==> config.mk <==
export PLATFORM = sky130hd
export DESIGN_NAME = decoder_proj_formal
export DESIGN_NICKNAME = d
export VERILOG_FILES = /design/src/rtl/decoder_proj_formal.sv
export SDC_FILE = /design/constraint.sdc
export NUM_CORES = 1
export LEC_CHECK = 0
export CAP_MARGIN = 20
export CORE_MARGIN = 5
export CORE_UTILIZATION = 35
export DETAILED_ROUTE_END_ITERATION = 7
export PLACE_DENSITY = 0.61
export SYNTH_ARGS = -nofsm -noshare
export SYNTH_HDL_FRONTEND = slang
export SYNTH_SLANG_ARGS = --single-unit
export TNS_END_PERCENT = 30
==> constraint.sdc <==
create_clock -name clock -period 2.6 [get_ports clock]
set_input_delay 0.26 -clock clock [delete_from_list [all_inputs] [get_ports clock]]
set_output_delay 0.26 -clock clock [all_outputs]
set_load 0.1 [all_outputs]
==> src/rtl/decoder_proj_formal.sv <==
// Registered nibble decoder: 7-segment or one-hot with optional inversion.
// Tracks validity and a wrapping count of accepted loads.
module decoder_proj_formal (
  input  logic       clock,
  input  logic       reset,
  input  logic [6:0] io_in,
  output logic [7:0] io_out,
  output logic       out_valid,
  output logic [7:0] load_count
);

  function automatic logic [7:0] decode(input logic [6:0] d);
    logic [6:0] seg;
    logic [7:0] r;
    case (d[3:0])
      4'h0: seg = 7'h3F;
      4'h1: seg = 7'h06;
      4'h2: seg = 7'h5B;
      4'h3: seg = 7'h4F;
      4'h4: seg = 7'h66;
      4'h5: seg = 7'h6D;
      4'h6: seg = 7'h7D;
      4'h7: seg = 7'h07;
      4'h8: seg = 7'h7F;
      4'h9: seg = 7'h6F;
      4'hA: seg = 7'h77;
      4'hB: seg = 7'h7C;
      4'hC: seg = 7'h39;
      4'hD: seg = 7'h5E;
      4'hE: seg = 7'h79;
      default: seg = 7'h71;
    endcase
    if (d[5]) begin
      r = 8'h01 << d[2:0];
      if (d[6]) r = ~r;
    end else begin
      // Letter flag in bit 7 is never inverted
      r = {(d[3:0] >= 4'hA), (d[6] ? ~seg : seg)};
    end
    return r;
  endfunction

  logic       load;
  logic [7:0] dec;

  assign load = io_in[4];
  assign dec  = decode(io_in);

  always_ff @(posedge clock or posedge reset) begin
    if (reset) begin
      io_out     <= 8'h00;
      out_valid  <= 1'b0;
      load_count <= 8'h00;
    end else if (load) begin
      io_out     <= dec;
      out_valid  <= 1'b1;
      load_count <= load_count + 8'd1;
    end
  end

`ifdef FORMAL
  logic       f_past;
  logic [6:0] f_last;

  always_ff @(posedge clock or posedge reset) begin
    if (reset) begin
      f_past <= 1'b0;
      f_last <= 7'h00;
    end else begin
      f_past <= 1'b1;
      if (load) f_last <= io_in;
    end
  end

  always_comb begin
    if (!reset) begin
      if (!out_valid) assert (io_out == 8'h00 && load_count == 8'h00);
      if (out_valid) assert (io_out == decode(f_last));
      if (out_valid && f_last[5] && !f_last[6]) assert ($onehot(io_out));
    end
  end

  assert property (@(posedge clock) disable iff (reset)
    f_past && (load_count != $past(load_count)) |-> $past(load));

  cover property (@(posedge clock) disable iff (reset) load && io_in[6:5] == 2'b00);
  cover property (@(posedge clock) disable iff (reset) load && io_in[6:5] == 2'b01);
  cover property (@(posedge clock) disable iff (reset) load && io_in[6:5] == 2'b10);
  cover property (@(posedge clock) disable iff (reset) load && io_in[6:5] == 2'b11);
  cover property (@(posedge clock) disable iff (reset) load && load_count == 8'hFF);
`endif

endmodule

-- Word level (Yosys, flattened, before mapping)
Memories as Yosys holds them, arrays and structs flattened.
Index checks and enable logic that the tools add are counted.
- flip-flop bits (word level): 17
- word-level logic and storage cells: 12
- bits in read-only memories: 112
- output and inout bits: 17
- memories kept: 1
- $lt $le $gt $ge: 1
- shifts and indexed selects: 1
- bitwise operators: 2
- add/subtract/negate cells: 1
- muxes and demuxes: 3
- memories (name ; words ; bits a word ; read ports ; clocked after Yosys merged registers in ; write ports ; RTL line ; source):
    (no name shown) ; 16 ; 7 ; 1 ; 0 ; 0 ; 15 ; case (d[3:0])
- operators by type and width (cell ; number):
    $mux W8 ; 2
    $add A8 B1 Y8 const B ; 1
    $not A8 Y8 ; 1
    $shl A1 B3 Y8 const A ; 1
    $mux W7 ; 1
    $not A7 Y7 ; 1
    $ge A4 B4 Y1 const B ; 1

-- Logic depth before layout (Yosys ltp)
Gate-level depths: netlist (run 1).
- word-level depth: 4
- depth in mapped cells: 6

-- Least setup slack after synthesis (run 1)
OpenSTA, ideal clock, no wires.
- path type: register -> register
- start point: register load_count[0]
- end point: register load_count[7]
- setup slack: 0.762 ns
- arrival: 1.680 ns
- cell stages (with the launch flop): 5
- period minus slack after synthesis: 1.838 ns
- setup time: 0.158 ns
- data required time: 2.442 ns
- path buffers: 0
- cell sequence: dfrtp_1 -> nand4_1 -> nor2_1 -> nand3_1 -> xnor2_1
- cells in the longest elaborated chain, start to end: 1
- ends and longest elaborated chain (item ; RTL line ; source):
    start: declaration ; 9 ; output logic [7:0] load_count
    start signal: assignment ; 57 ; load_count <= load_count + 8'd1;
    $add A8 B1 Y8 ; 57 ;
No other way between the ends.
A chain may end at the register's enable or synchronous reset.

-- Final worst setup path (run 1)
- start point: input io_in[1]
- end point: register io_out[1]
- cells in the longest elaborated chain, start to end: 4
- elaborated cells on any way between the ends: 7
- ends and longest elaborated chain (item ; RTL line ; source):
    start: declaration ; 6 ; input logic [6:0] io_in,
    $mem_v2 Z16 W7 or $shl A1 B3 Y8 (tied branches) ; - ;
    $not A7 Y7 or $not A8 Y8 (tied branches) ; 38, 35 ;
    $mux W7 or $mux W8 (tied branches) ; 38, 35 ;
    $mux W8 (*) ; 33 ; if (d[5]) begin
    end signal: assignment ; 51 ; io_out <= 8'h00;
    end signal: assignment ; 55 ; io_out <= dec;
    end: declaration ; 7 ; output logic [7:0] io_out,
Every way passes the cells marked *; elsewhere a longest branch is shown, timed or not.

==> flow_summary.json, run 1 <==
{
  "first_iter_violations": 17,
  "finalNetCount": 169,
  "netlist_instances": 123,
  "postSynthAreaPerCell_um2": 9.46,
  "yosysSeqAreaShare": 0.366,
  "p_leak_nw": 0.665,
  "final_core_util": 0.442,
  "initial_core_util": 0.354,
  "clkLatencyLatePin_ns": 0.28,
  "rsz0062_at_grt": "false",
  "synth_cell_types": 41,
  "globalplace.congestion": 0.811,
  "clkSinkCount": 17,
  "synth_edf_count": 0,
  "peakVddDrop_mv": 0.224,
  "hp-class": "input port to asynchronous set/reset pin",
  "critPathMaxFanout": 8,
  "critPathKind": "input port to flop",
  "drv_slew": 0,
  "cts_buffer_depth": 2,
  "root_buffer": "clkbuf_4",
  "synthFlopType": "dfrtp_1",
  "layout-area-overhead-vs-synth_pct": 24.7,
  "ant_nets": 0,
  "crit_path_start_kind": "input port",
  "die-area_um2": 4580,
  "ctsHoldBuffers": 0,
  "skew_ns": 0.00428,
  "finalCriticalPeriod_ns": 1.87,
  "wl_met3_um": 93,
  "drt-met1-wl_um": 1080,
  "syn_area_um2": 1160,
  "ys_top_cells_by_count": "dfrtp_1, a21oi_1, ha_1, nand2_1, nor2_1",
  "cts_tree": "yes",
  "hold_viol": 0,
  "ys_top_cells_by_area": "dfrtp_1, ha_1, a21oi_1, xnor2_1, mux2i_1",
  "via_count": 971,
  "path_buf_inv": 2,
  "routed.top_layer": "met4",
  "critPathArrivalTime_ns": 2.04,
  "synthDominantCellAreaShare": 0.366,
  "synth_top_area_cell": "dfrtp_1",
  "critPathSlowestCell": "clkdlybuf4s50_1",
  "critPathMaxStageDelay_ns": 0.61,
  "grt_usage": 0.118,
  "numCtsBuffers": 3,
  "antenna_found_initial": 0,
  "status": "complete, no violations",
  "cts_resized": 0,
  "power.density_nw_per_um2": 941,
  "die_w_um": 67.7,
  "fin_crit_sh": 0.718,
  "slew_headroom": 0.572,
  "n_fill_cell": 350,
  "cap_violations": 0,
  "post-cts-setup-buffers": 0,
  "synth_most_common_cell": "dfrtp_1",
  "clk_pin_slew_ns": 0.10,
  "core_um2": 3280,
  "grt_pass1_wl_um": 4140,
  "met2WireLength_um": 1240,
  "crit_family": "buffers and inverters",
  "drc": 0,
  "async_reset_ff_frac": 1.00,
  "setup_viol": 0,
  "ys_ff_latch": 17,
  "path_cells": "clkdlybuf4s50_1 > inv_1 > ha_1 > and2b_1 > o21ai_1 > a21oi_1 > a311o_1",
  "required_ns": 2.77,
  "die_h_um": 67.7,
  "htree_num_levels": 1,
  "drive_gt1_frac": 0.192,
  "fmax_mhz": 536,
  "yosys_warnings": 0,
  "crit_path_end_kind": "flop",
  "grt_pass1_vias": 951,
  "drt_wl_total_um": 2460,
  "grt_overflow": 0,
  "worst_pin_slew_ns": 0.641,
  "diodes": 0,
  "wl_per_cell_um": 12.5,
  "viasPerCell": 4.93,
  "grt_max_degree": 18,
  "fin_setup_tns_ns": 0,
  "port_buffers": 25,
  "pin_count": 26,
  "synth_fp_nets": 140,
  "floorplan.rows": 21,
  "dr.pass1.iters": 4,
  "dp_hpwl_um": 1990
}
[cells by family (layout without fill, tap and decap cells)]
logic type                 after synthesis  in the layout  share of synthesized area
buffers and inverters                   12             40                     0.0548
muxes                                    5              5                     0.0441
adders and majority gates                8              8                     0.0860
DFF                                     17             17                      0.366
xor gates and xnor gates                 9              9                     0.0677
and+or+nand+nor                         43             43                      0.204
AOI/OAI and AO/OA                       29             29                      0.177
[layout by cell type, fill, tap and decap left out, types with 2 or more instances in the layout]
cell	synthesis	final
a21oi_1	10	10
buf_4	0	22
clkbuf_4	0	3
o221ai_1	2	2
o21ai_0	2	2
a311o_1	2	2
clkdlybuf4s50_1	0	8
nand2_1	8	8
nor2b_1	5	5
ha_1	8	8
nand3_1	3	3
mux2i_1	4	4
o21ai_1	2	2
nor2_1	7	7
or3_1	2	2
a31oi_1	2	2
inv_1	6	6
nand4_1	2	2
dfrtp_1	17	17
xor2_1	4	4
nand2b_1	6	6
and2_1	2	2
xnor2_1	5	5
[power breakdown]
part	internal [W]	switching, W
clock	0.0000595	0.0000765
sequential	0.000335	0.0000687
combinational	0.000191	0.000636
total	0.000585	0.000781
[metal layers]
metal,GRT usage,up-vias
li1,-,491
met1,0.134,452
met2,0.215,24
met3,0.0166,4
met4,0.0532,0
met5,0,-
[cell type report]
class                           count  area, um^2  share of cell area
Sequential cell                    17         425               0.293
Inverter                            6        22.5              0.0155
Timing Repair Buffer               30         245               0.169
Multi-Input combinational cell     94         674               0.465
Clock buffer                        4        26.3              0.0181
Tap cell                           46        57.6              0.0397
[registers in the layout, indices dropped and copies added, names as in the netlist]
register,count
io_out,8
load_count,8
out_valid,1
[worst paths after layout]
| path | from | to | slack, ns | cells past startpoint |
|---|---|---|---|---|
| worst min register to register | out_valid | out_valid | 0.48 | 1 |
| max in group asynchronous | reset | load_count[0] | 1.83 | 2 |
| worst max-delay path | io_in[1] | io_out[1] | 0.73 | 7 |
| worst min-delay path | reset | load_count[5] | 0.36 | 2 |
| min in group clock | out_valid | out_valid | 0.48 | 1 |
| worst max register to register | load_count[0] | load_count[6] | 1.44 | 4 |
[through the flow]
step	instance area [um^2]	total power (W)	setup slack [ns]	std cells	hold slack [ns]
2_1_floorplan	1160	0.00106	0.762	123	0.186
3_3_place_gp	1430	0.00123	0.501	193	0.454
3_5_place_dp	1430	0.00124	0.428	193	0.458
4_1_cts	1450	0.00138	0.741	197	0.373
5_1_grt	1450	0.00143	0.598	197	0.416
6_report	1450	0.00137	0.734	197	0.356
No activity file was read; power rests on OpenSTA's default activity.
==> run 2: changes to the inputs <==
- PLACE_DENSITY: 0.61 -> 0.63
- clock period: 2.6 -> 1.7 ns (I/O delays scaled with it)
==> run 2 against run 1 <==
  * Critical path depth is the same
  * Combinational power grew 86%
  * Total power grew 78%
  * Sequential power grew 68%
  * Final cell count grew 9.1%
  * Worst hold slack lost 0.17 ns
  * Global-route usage grew 1.1 points
  * Via count grew 7.0%
==> flow_summary.json, run 2 (synthesis results as in run 1) <==
{
  "p_leak_nw": 0.810,
  "htree_num_levels": 1,
  "design_area_um2": 1750,
  "fin_cells": 215,
  "crit_path_end_kind": "flop",
  "final_common_cell": "buf_4",
  "worst_pin_slew_ns": 0.267,
  "grtUsageMet3": 0.0116,
  "cts_buffer_depth": 2,
  "dp_hpwl_um": 2280,
  "critPathMaxFanout": 4,
  "status": "complete, no violations",
  "grt_max_degree": 18,
  "drive_gt1_frac": 0.314,
  "port_buffers": 25,
  "clkLatencyLatePin_ns": 0.28,
  "cts_tree": "yes",
  "initial_core_util": 0.354,
  "clkSinkCount": 17,
  "top_usage_layer": "met2",
  "finalNetCount": 187,
  "diodes": 0,
  "peakVddDrop_mv": 0.395,
  "critPathArrivalTime_ns": 1.82,
  "ant_nets": 0,
  "dr.pass1.iters": 4,
  "clk_pin_slew_ns": 0.10,
  "top_regs": "io_out: 8 flops, load_count: 8 flops, out_valid: 1 flops",
  "slew_headroom": 0.819,
  "rsz0062_at_grt": "true",
  "wl_per_cell_um": 12.7,
  "ctsHoldBuffers": 0,
  "grt_pass1_vias": 1056,
  "fmax_mhz": 611,
  "setup_viol": 0,
  "final_cell_mix": "buf_4, dfrtp_1, buf_12",
  "die-area_um2": 4580,
  "die_w_um": 67.7,
  "core_um2": 3280,
  "drt_wl_total_um": 2730,
  "antenna_found_initial": 0,
  "power.density_nw_per_um2": 1380,
  "post-cts-setup-buffers": 0,
  "critPathKind": "input port to flop",
  "numCtsBuffers": 3,
  "first_iter_violations": 64,
  "pin_count": 26,
  "fin_crit_sh": 0.963,
  "root_buffer": "clkbuf_4",
  "grt_pass1_wl_um": 4570,
  "dpl.cell_count": 211,
  "hp-class": "input port to asynchronous set/reset pin",
  "drc": 0,
  "drv_slew": 0,
  "viasPerCell": 4.83,
  "required_ns": 1.88,
  "via_count": 1039,
  "skew_ns": 0.00775,
  "floorplan.rows": 21,
  "finalCriticalPeriod_ns": 1.64,
  "die_h_um": 67.7,
  "crit_path_start_kind": "input port",
  "globalRouteMet1Util": 0.145,
  "fin_hold_ws_ns": 0.183,
  "cap_violations": 0,
  "place_area_um2": 1710,
  "met2_usage": 0.242,
  "grt_overflow": 0,
  "hold_viol": 0,
  "layout-area-overhead-vs-synth_pct": 50.8,
  "grt_usage": 0.129,
  "globalplace.congestion": 0.856
}
-- run 2: changes by cell type in the layout (fill, tap and decap cells not counted) --
cell,previous run,this run
nor4bb_1,1,0
a21oi_1,10,9
clkdlybuf4s50_1,8,7
dfrtp_2,0,3
clkinv_2,0,1
dlymetal6s2s_1,0,1
a21oi_2,0,1
buf_12,0,12
buf_4,22,28
dfrtp_1,17,14
nor4bb_2,0,1
clkbuf_1,1,0
-- run 2: worst max-delay path: stages --
cell and delay [ns]:
clkdlybuf4s50_1 0.50, inv_1 0.08, ha_1 0.25, nor4bb_2 0.19, a221oi_2 0.24, mux2i_1 0.12
a221o_1 0.26
-- run 2: routing by layer --
metal	wire length (um)	up-vias
li1	-	528
met1	1160	491
met2	1460	18
met3	94	2
met4	18	0
met5	0	-
-- run 2: power breakdown --
| group | switching (W) | internal (W) |
|---|---|---|
| Combinational | 0.000986 | 0.000555 |
| Clock | 0.000122 | 0.0000873 |
| Sequential | 0.000158 | 0.000519 |
| Total | 0.00127 | 0.00116 |
-- run 2: final timing paths --
kind	end	cells past startpoint	startpoint	slack, ns
setup / recovery	io_out[3]	7	io_in[0]	0.06
setup reg to reg	load_count[6]	4	load_count[0]	0.54
hold / removal	io_out[1]	3	reset	0.18
hold reg to reg	out_valid	1	out_valid	0.48
min in group clock	out_valid	1	out_valid	0.48
max in group asynchronous	load_count[1]	3	reset	1.30
-- run 2: metrics by stage --
stage | power, W | TNS (ns) | utilization | setup WS, ns
after floorplan | 0.00163 | 0 | - | 0.0521
after global placement | 0.00221 | -1.12 | 0.522 | -0.196
after detailed placement | 0.00224 | -1.46 | 0.522 | -0.267
after CTS | 0.00245 | 0 | 0.530 | 0.0533
after global routing | 0.00253 | -0.0104 | 0.534 | -0.0104
final | 0.00243 | 0 | 0.534 | 0.0627
-- run 2: cell type report --
type                       instances  area [um^2]
multi-input combinational         94          684
sequential                        17          429
timing repair buffer              48          533
clock inverter                     1         5.00
fill                             311         1530
clock buffer                       3         22.5
inverter                           6         22.5
tap                               46         57.6
-- run 2: timing repair --
item	in CTS	in global routing
resized for setup	0	3
setup endpoints to repair	0	4
endpoints found under the hold margin	0	0
